### src/rtl/execute_super_pkg.sv
// Shared Y86-64 definitions for the execute stage.
// Contents:
//   icode_t  - instruction codes IHALT..IPOPQ
//   alu_op_t - ALU operation codes used for OPq (ifun)
//   cond_t   - condition codes for cmovXX / jXX (ifun)
//   cc_t     - condition-code register layout {ZF, SF, OF}
//   CC_*     - bit indices and reset value of the CC register
package y86_pkg;

    typedef enum logic [3:0] {
        IHALT   = 4'h0,
        INOP    = 4'h1,
        IRRMOVQ = 4'h2,
        IIRMOVQ = 4'h3,
        IRMMOVQ = 4'h4,
        IMRMOVQ = 4'h5,
        IOPQ    = 4'h6,
        IJXX    = 4'h7,
        ICALL   = 4'h8,
        IRET    = 4'h9,
        IPUSHQ  = 4'hA,
        IPOPQ   = 4'hB
    } icode_t;

    typedef enum logic [3:0] {
        ALUADD = 4'h0,
        ALUSUB = 4'h1,
        ALUAND = 4'h2,
        ALUXOR = 4'h3
    } alu_op_t;

    typedef enum logic [3:0] {
        C_YES = 4'h0,
        C_LE  = 4'h1,
        C_L   = 4'h2,
        C_E   = 4'h3,
        C_NE  = 4'h4,
        C_GE  = 4'h5,
        C_G   = 4'h6
    } cond_t;

    // Field order makes the packed vector cc[2]=ZF, cc[1]=SF, cc[0]=OF.
    typedef struct packed {
        logic zf;
        logic sf;
        logic of;
    } cc_t;

    localparam int unsigned CC_ZF = 2;
    localparam int unsigned CC_SF = 1;
    localparam int unsigned CC_OF = 0;

    localparam cc_t CC_RESET = '{zf: 1'b1, sf: 1'b0, of: 1'b0};

endpackage

### src/rtl/execute_super_if.sv
// Decode -> execute -> memory/writeback bundle for the execute stage.
// Signals:
//   icode, ifun        - instruction and function code from decode
//   valA, valB, valC   - operands / constant from decode
//   valE               - ALU result towards memory/writeback
//   cnd                - branch / conditional-move condition
// Modports:
//   master - pipeline side: drives decode fields, consumes valE/cnd
//   slave  - execute stage: consumes decode fields, drives valE/cnd
interface execute_super_if #(
    parameter int WIDTH = 64
);
    logic [3:0]       icode;
    logic [3:0]       ifun;
    logic [WIDTH-1:0] valA;
    logic [WIDTH-1:0] valB;
    logic [WIDTH-1:0] valC;
    logic [WIDTH-1:0] valE;
    logic             cnd;

    modport master (
        output icode, ifun, valA, valB, valC,
        input  valE, cnd
    );

    modport slave (
        input  icode, ifun, valA, valB, valC,
        output valE, cnd
    );
endinterface

### src/rtl/execute_super_alu64.sv
// Two's-complement ALU for the execute stage: result = b op a.
// Ports:
//   a, b   - operands (b is the left-hand side for subtraction)
//   op     - ALU op code (ALUADD/ALUSUB/ALUAND/ALUXOR); others give 0
//   result - wrapped result
//   zf, sf - zero / sign of result
//   of     - signed overflow (add/sub only)
module alu64
    import y86_pkg::*;
#(
    parameter int WIDTH = 64
) (
    input  logic [WIDTH-1:0] a,
    input  logic [WIDTH-1:0] b,
    input  logic [3:0]       op,
    output logic [WIDTH-1:0] result,
    output logic             zf,
    output logic             sf,
    output logic             of
);
    localparam int unsigned MSB = WIDTH - 1;

    always_comb begin
        result = '0;
        of     = 1'b0;
        case (op)
            ALUADD: begin
                result = b + a;
                of     = (a[MSB] == b[MSB]) && (result[MSB] != b[MSB]);
            end
            ALUSUB: begin
                result = b - a;
                of     = (a[MSB] != b[MSB]) && (result[MSB] != b[MSB]);
            end
            ALUAND: result = b & a;
            ALUXOR: result = b ^ a;
            default: begin
                result = '0;
                of     = 1'b0;
            end
        endcase
    end

    assign zf = (result == '0);
    assign sf = result[MSB];
endmodule

### src/rtl/execute_super.sv
// Y86-64 execute stage: computes valE via alu64, holds the CC register
// (ZF, SF, OF) and evaluates cnd for cmovXX / jXX.
// Ports:
//   clk   - CC register updates on rising edge
//   rst_n - asynchronous active-low reset, CC <= {ZF=1,SF=0,OF=0}
//   bus   - execute_super_if.slave: icode/ifun/valA/valB/valC in,
//           valE/cnd out (both combinational)
module execute_super
    import y86_pkg::*;
#(
    parameter int WIDTH = 64
) (
    input  logic                  clk,
    input  logic                  rst_n,
    execute_super_if.slave        bus
);
    logic [WIDTH-1:0] alu_a;
    logic [WIDTH-1:0] alu_b;
    logic [3:0]       alu_op;
    logic [WIDTH-1:0] alu_result;
    logic             alu_zf;
    logic             alu_sf;
    logic             alu_of;
    cc_t              cc;

    // Operand/op selection: every icode is mapped onto b op a so that a
    // single ALU serves all instructions; zero-result icodes use 0 + 0.
    always_comb begin
        alu_a  = '0;
        alu_b  = '0;
        alu_op = ALUADD;
        case (bus.icode)
            IRRMOVQ: alu_a = bus.valA;
            IIRMOVQ: alu_a = bus.valC;
            IRMMOVQ, IMRMOVQ: begin
                alu_a = bus.valC;
                alu_b = bus.valB;
            end
            IOPQ: begin
                alu_a  = bus.valA;
                alu_b  = bus.valB;
                alu_op = bus.ifun;
            end
            ICALL, IPUSHQ: begin
                alu_a  = WIDTH'(8);
                alu_b  = bus.valB;
                alu_op = ALUSUB;
            end
            IRET, IPOPQ: begin
                alu_a = WIDTH'(8);
                alu_b = bus.valB;
            end
            default: begin
                alu_a  = '0;
                alu_b  = '0;
                alu_op = ALUADD;
            end
        endcase
    end

    alu64 #(
        .WIDTH (WIDTH)
    ) u_alu (
        .a      (alu_a),
        .b      (alu_b),
        .op     (alu_op),
        .result (alu_result),
        .zf     (alu_zf),
        .sf     (alu_sf),
        .of     (alu_of)
    );

    assign bus.valE = alu_result;

    // CC is written only by OPq, including unsupported ifun (result 0).
    always_ff @(posedge clk or negedge rst_n) begin
        if (!rst_n) begin
            cc <= CC_RESET;
        end else if (bus.icode == IOPQ) begin
            cc <= '{zf: alu_zf, sf: alu_sf, of: alu_of};
        end
    end

    // Conditions use the registered CC, so an OPq affects the next
    // instruction rather than itself.
    always_comb begin
        bus.cnd = 1'b0;
        if (bus.icode == IRRMOVQ || bus.icode == IJXX) begin
            case (bus.ifun)
                C_YES:   bus.cnd = 1'b1;
                C_LE:    bus.cnd = (cc.sf ^ cc.of) | cc.zf;
                C_L:     bus.cnd = cc.sf ^ cc.of;
                C_E:     bus.cnd = cc.zf;
                C_NE:    bus.cnd = ~cc.zf;
                C_GE:    bus.cnd = ~(cc.sf ^ cc.of);
                C_G:     bus.cnd = ~(cc.sf ^ cc.of) & ~cc.zf;
                default: bus.cnd = 1'b0;
            endcase
        end
    end
endmodule

### src/flat_wrapper.sv
// flat-port wrapper written by rule: the top's interface ports become plain ports
module execute_super_flat import y86_pkg::*;
#(
    parameter int WIDTH = 64
)
  (clk, rst_n, bus_icode, bus_ifun, bus_valA, bus_valB, bus_valC, bus_valE, bus_cnd);
  execute_super_if #(.WIDTH(WIDTH)) bus_i ();
  input  logic clk;
  input  logic rst_n;
  input wire logic [$bits(bus_i.icode)-1:0] bus_icode;
  input wire logic [$bits(bus_i.ifun)-1:0] bus_ifun;
  input wire logic [$bits(bus_i.valA)-1:0] bus_valA;
  input wire logic [$bits(bus_i.valB)-1:0] bus_valB;
  input wire logic [$bits(bus_i.valC)-1:0] bus_valC;
  output wire logic [$bits(bus_i.valE)-1:0] bus_valE;
  output wire logic [$bits(bus_i.cnd)-1:0] bus_cnd;
  assign bus_i.icode = bus_icode;
  assign bus_i.ifun = bus_ifun;
  assign bus_i.valA = bus_valA;
  assign bus_i.valB = bus_valB;
  assign bus_i.valC = bus_valC;
  assign bus_valE = bus_i.valE;
  assign bus_cnd = bus_i.cnd;
  execute_super #(.WIDTH(WIDTH)) u_core (.clk(clk), .rst_n(rst_n), .bus(bus_i));
endmodule
### config.mk
export PLATFORM = sky130hd
export DESIGN_NAME = execute_super_flat
export DESIGN_NICKNAME = d
export VERILOG_FILES = /design/src/rtl/execute_super_pkg.sv /design/src/rtl/execute_super_if.sv /design/src/rtl/execute_super_alu64.sv /design/src/rtl/execute_super.sv /design/src/flat_wrapper.sv
export SDC_FILE = /design/constraint.sdc
export NUM_CORES = 1
export LEC_CHECK = 0
export CAP_MARGIN = 0
export CORE_MARGIN = 2
export CORE_UTILIZATION = 35
export CTS_CLUSTER_DIAMETER = 200
export CTS_CLUSTER_SIZE = 12
export DETAILED_ROUTE_END_ITERATION = 7
export PLACE_DENSITY_LB_ADDON = 0.1
export SLEW_MARGIN = 20
export SYNTH_ARGS = -nofsm -noshare
export SYNTH_HDL_FRONTEND = slang
export SYNTH_SLANG_ARGS = --single-unit
### constraint.sdc
create_clock -name clk -period 8.4 [get_ports clk]
set_input_delay 2.1 -clock clk [delete_from_list [all_inputs] [get_ports clk]]
set_output_delay 2.1 -clock clk [all_outputs]
set_load 0.05 [all_outputs]
# --- After elaboration in Yosys (flattened, before gate mapping) ---
# Index checks and enable logic that the tools add are counted.
word_totals:
  regBits: 3
  inputBits: 202
  output_inout_bits: 65
  elab_cells: 53
classes:
  add_sub_neg: 2
  eq_ne: 23
  muxes: 7
  bitwise: 7
  n_reduce_logical: 11
ops:
  columns: ["op", "n"]
  rows:
  - ["case mux 64 bit (4 select lines)", 1]
  - ["case mux 64 bit (3 select lines)", 1]
  - ["adder 64 bit", 1]
  - ["AND 64 bit", 1]
  - ["logical NOT 64 bit", 1]
  - ["two-way mux 64 bit", 1]
  - ["subtractor 64 bit", 1]
  - ["XOR 64 bit", 1]
  - ["== test 4 x 3 -> 1 bit (second input constant)", 7]
  - ["== test 4 x 2 -> 1 bit (second input constant)", 6]
  - ["== test 4 bit (second input constant)", 4]
  - ["== test 4 x 1 -> 1 bit (second input constant)", 2]
  - ["logical NOT 4 bit", 2]
  - ["case mux 4 bit (2 select lines)", 1]
  - ["case mux 1 bit (7 select lines)", 1]
  - ["OR reduction 7 bit", 1]
  - ["OR reduction 2 bit", 2]
  - ["OR reduction 4 bit", 1]
  - ["!= test 1 bit", 3]
  - ["OR reduction 3 bit", 1]
  - ["logical AND 1 bit", 2]
  - ["inverter 1 bit", 2]
  - ["case mux 1 bit (2 select lines)", 1]
  - ["AND 1 bit", 1]
  - ["other kinds (5)", 5]

# --- Depth between registers and ports, before layout ---
logic_depth:
  ltp_word: 7
  ltp_mapped: 22

# --- Modules after synthesis ---
# A second synthesis with hierarchy kept.
hier_totals:
  cells_unflattened: 1924
  area_unflattened_um2: 12140.4
by_module_without_submodules:
  columns: ["module", "n_inst", "cells_per_inst", "area_per_inst_um2", "seq_area_each_um2"]
  rows:
  - ["alu64", 1, 1739, 10704.0, 0.0]
  - ["execute_super", 1, 185, 1436.4, 76.3]

# --- Worst setup path after synthesis ---
# OpenSTA, ideal clock, no wires.
synth_path:
  path_kind: "input port to output port"
  start: "input port bus_icode[2]"
  end: "output port bus_valE[48]"
  t_arrival_ps: 7021
  t_required_ps: 6300
  slack_ps: -721
  stages: 16
  n_path_buf: 2
  cell_sequence: "buf_2 -> mux2_2 -> nor2_1 -> clkbuf_1 -> a22oi_1 -> inv_1 -> ha_1 -> nand2b_1 -> a2111o_1 -> a2111o_1 -> a211o_1 -> a31oi_1 -> o211ai_1 -> o311ai_0 -> xnor2_1 -> o21ai_0"
synth_via:
  elab_chain_len: 5
synth_rtl:
  columns: ["item", "line_no", "text"]
  rows:
  - ["from (decl)", "flat_wrapper.sv:10", "input wire logic [$bits(bus_i.icode)-1:0] bus_icode;"]
  - ["== test 4 bit, or another cell as far along", "execute_super.sv:32", "case (bus.icode)"]
  - ["OR reduction 4 bit (no source line), or another cell as far along", null, null]
  - ["case mux 64 bit (3 select lines), or another cell as far along", "execute_super.sv:32", null]
  - ["subtractor 64 bit, or another cell as far along", "execute_super_alu64.sv:32", "result = b - a;"]
  - ["case mux 64 bit (4 select lines) *", "execute_super_alu64.sv:26", "case (op)"]
  - ["to (decl)", "flat_wrapper.sv:15", "output wire logic [$bits(bus_i.valE)-1:0] bus_valE;"]
# Mark *: on every way between the ends. The rest lies on a longest branch, timed or not.

# --- Final worst setup path ---
layout_path:
  start: "input port bus_icode[1]"
  end: "output port bus_valE[60]"
# Same word-level chain as after synthesis.

==> results.sh <==
export IMPL_biggestRegsByFlops="u_core.cc x3"
export IMPL_grt_remaining_overflow=0
export IMPL_cpMostUsedCell="buf_4"
export IMPL_initial_core_util_pct=35.7
export IMPL_wl_mm=74.7
export IMPL_r2r_start="u_core.cc[2]"
export IMPL_multi_input_area_sq_um=12100
export IMPL_critPathKind="input pin to output port"
export IMPL_layout_drive_gt1_share_pct=37.6
export IMPL_async_reset_ff_share_pct=100
export IMPL_ys_seq_area_share_pct=0.635
export IMPL_largest_reg_flops=3
export IMPL_clk_pin_slew_ns=0.03
export IMPL_firstDrtPassIters=7
export IMPL_violations="setup timing"
export IMPL_finalSetupTns_ns=-0.633
export IMPL_grt_max_degree=47
export IMPL_worst_setup_path_start_kind="input pin"
export IMPL_final_cells=3287
export IMPL_place_area_sq_um=20700
export IMPL_crit_path_end_kind="output port"
export IMPL_grt_pass1_vias=19200
export IMPL_dpl_hpwl_mm=59.2
export IMPL_dieArea_sq_um=35800
export IMPL_ios=267
export IMPL_stdcell_area_sq_um=22600
export IMPL_hold_viol=0
export IMPL_synth_cell_area_sq_um=12000
export IMPL_fillCellCount=2964
export IMPL_hold_start="u_core.cc[2]"
export IMPL_status="complete, but fails checks"
export IMPL_clkLatencyLatePin_ns=0.23
export IMPL_synth_edf_count=0
export IMPL_cellLeakagePower_uw=0.0107
export IMPL_grt_usage_pct=38.3
export IMPL_hp_class="flop to flop"
export IMPL_total_power_uw=2350
export IMPL_maxCapViolations=0
export IMPL_wl_per_cell_um=22.7
export IMPL_switching_share_pct=51.4
export IMPL_cp_arrival_ns=6.45
export IMPL_antenna_found_initial=1
export IMPL_path_buf_inv=10
export IMPL_synth_seq_cells=3
export IMPL_vias_per_cell=6.05
export IMPL_vias=19900
export IMPL_cp_required_ns=6.30
export IMPL_routabilityCongestion=1.02
export IMPL_combPwrFrac_pct=95.9
export IMPL_crit_start="bus_icode[1]"
export IMPL_clock_skew_ns=0
export IMPL_synth_flop_cell="dfrtp_1"
export IMPL_drc=0
export IMPL_core_rowCount=67
export IMPL_internal_power_uw=1140
export IMPL_power_density_nw_per_um2=104
export IMPL_ant_nets=0
export IMPL_final_common_cell="buf_4"
export IMPL_finalSetupViolations=7
export IMPL_timing_slew_headroom_pct=30.1
export IMPL_die_w_um=189
export IMPL_cts_sinks=3
export IMPL_fmax_mhz=117
export IMPL_reg2regPathDepth=2
export IMPL_h_tree_depth=1
export IMPL_layout_common_cells="buf_4 (747), clkdlybuf4s50_1 (199), a21oi_1 (176)"
export IMPL_tightest_slew_ns=1.05
export IMPL_fin_util_pct=67.0
export IMPL_post_synth_num_cell_types=89
export IMPL_layout_nets=3171
export IMPL_placedCellCount=3225
export IMPL_regMostFlops="u_core.cc"
export IMPL_tritoncts="built"
export IMPL_cts_buffers=3
export IMPL_cp_max_fo=9
export IMPL_cp_cell_sequence="buf_8, nand2_4, buf_4, buf_4, a21oi_4, buf_12, buf_12, clkbuf_16, nor2b_1, ha_1, buf_4, and4_1, and4_1, a31oi_1, a311oi_2, buf_4, o31ai_4, a21oi_2, buf_4, a221o_1, or2_2, a31oi_4, buf_12"
export IMPL_switchingPower_uw=1210
export IMPL_fin_ws_ns=-0.148
export IMPL_areaGrowthSynthToFinish_pct=87.8
export IMPL_sequentialPowerShare_pct=0.8
export IMPL_holdPathStages=2
export IMPL_slew_violations=0
export IMPL_slowest_stage="ha_1"
export IMPL_clockPowerShare_pct=3.3
export IMPL_register_area_sq_um=76.3
export IMPL_yosysWarnings=0
export IMPL_grt_pass1_wl_mm=108
export IMPL_root_buffer="clkbuf_16"
export IMPL_min_period_over_period_pct=102
export IMPL_synth_avg_cell_area_sq_um=6.26
export IMPL_core_area_sq_um=33700
export IMPL_max_stage_delay_ns=0.37
export IMPL_port_buffers=266
export IMPL_synth_nets=2251
export IMPL_syn_inst=1919
export IMPL_cts_path_max_buffers=2
export IMPL_period_needed_ns=8.55
export IMPL_die_height_um=189
export IMPL_drt_initial_drc_count=1844
export IMPL_ir_drop_mv=0.0983
export IMPL_critPathTopFamily="compound AO/OA/AOI/OAI gates"
export IMPL_crit_cells=23
export IMPL_rsz0062_at_grt="yes"
## worst paths after layout
kind,slack [ns],to
max,-0.15,bus_valE[60]
min,0.53,u_core.cc[2]
max reg2reg,7.62,u_core.cc[2]
min reg2reg,0.53,u_core.cc[2]
max in group asynchronous,6.08,u_core.cc[2]
min in group asynchronous,2.08,u_core.cc[0]
## layer usage
| metal | GRT usage [%] | vias to the layer above | share of wire [%] |
|---|---|---|---|
| met5 | 0 | - | 0 |
| met4 | 14.7 | 0 | 5.2 |
| met3 | 3.26 | 234 | 8.8 |
| met2 | 64.7 | 1223 | 45 |
| met1 | 50.6 | 9398 | 41 |
| li1 | - | 9043 | - |
## power groups by stage
| stage | Combinational, uW | Sequential [uW] | Clock (uW) |
|---|---|---|---|
| finish | 2260 | 19.7 | 77.6 |
| global route | 2360 | 19.7 | 79.1 |
| global placement | 2020 | 19.4 | 0 |
| detailed placement | 2040 | 19.7 | 0 |
| CTS | 2100 | 19.6 | 77.2 |
| floorplan | 949 | 19.2 | 0 |
## repair_timing
action                                  in CTS  in global routing
pin swaps                                   45                 86
cloned                                       0                  5
endpoints found under the setup margin      52                 35
setup buffers                               19                 36
hold buffers                                 0                  0
gates resized for setup                    129                157
## layout make-up
class	instances	area share, %
timing repair buffer	1036	40.9
sequential	3	0.338
multi-input combinational	1639	53.4
clock buffer	4	0.349
antenna	1	0.0111
inverter	156	2.59
tap	448	2.48
## stage by stage
stage               worst slack (ns)  hold slack (ns)
detailed placement             -1.04            0.506
global placement              -0.926            0.507
finish                        -0.148            0.531
floorplan                     -0.180            0.489
CTS                           -0.160            0.515
global route                  -0.194            0.527
## cells in the mapped netlist, drive strengths merged (24+ instances only)
cell type  instances  area [sq um]
a21oi            201          1010
o31ai             43           323
a31oi             27           169
clkbuf            96           360
ha               128          1600
o21ai            106           531
inv              154           578
a211oi            29           223
a22oi             73           548
xnor2             34           298
nor2             149           559
nor2b            105           657
nand2b            24           158
nand3             46           230
nor4              40           250
o211ai            34           255
buf               25           120
nor3              43           220
nand2            157           589
nand4             37           231
a21o              27           203
## cells by family after synthesis
group                    count (synthesis)  synth area share (%)
AO/OA/AOI/OAI                          749                  42.4
XOR/XNOR                                37                  2.70
adder cells (fa/ha/maj)                130                  13.7
buffers and inverters                  277                  8.87
flip-flops                               3                 0.635
multiplexers                            12                  1.08
AND/OR/NAND/NOR                        711                  30.6
## worst min-delay path: cells and delay by family (launching register included)
family                 cells  cell delay [ns]
DFF                        1             0.37
buffers and inverters      1             0.08
AOI/OAI and AO/OA          1             0.07
No activity file was read; power rests on OpenSTA's default activity.
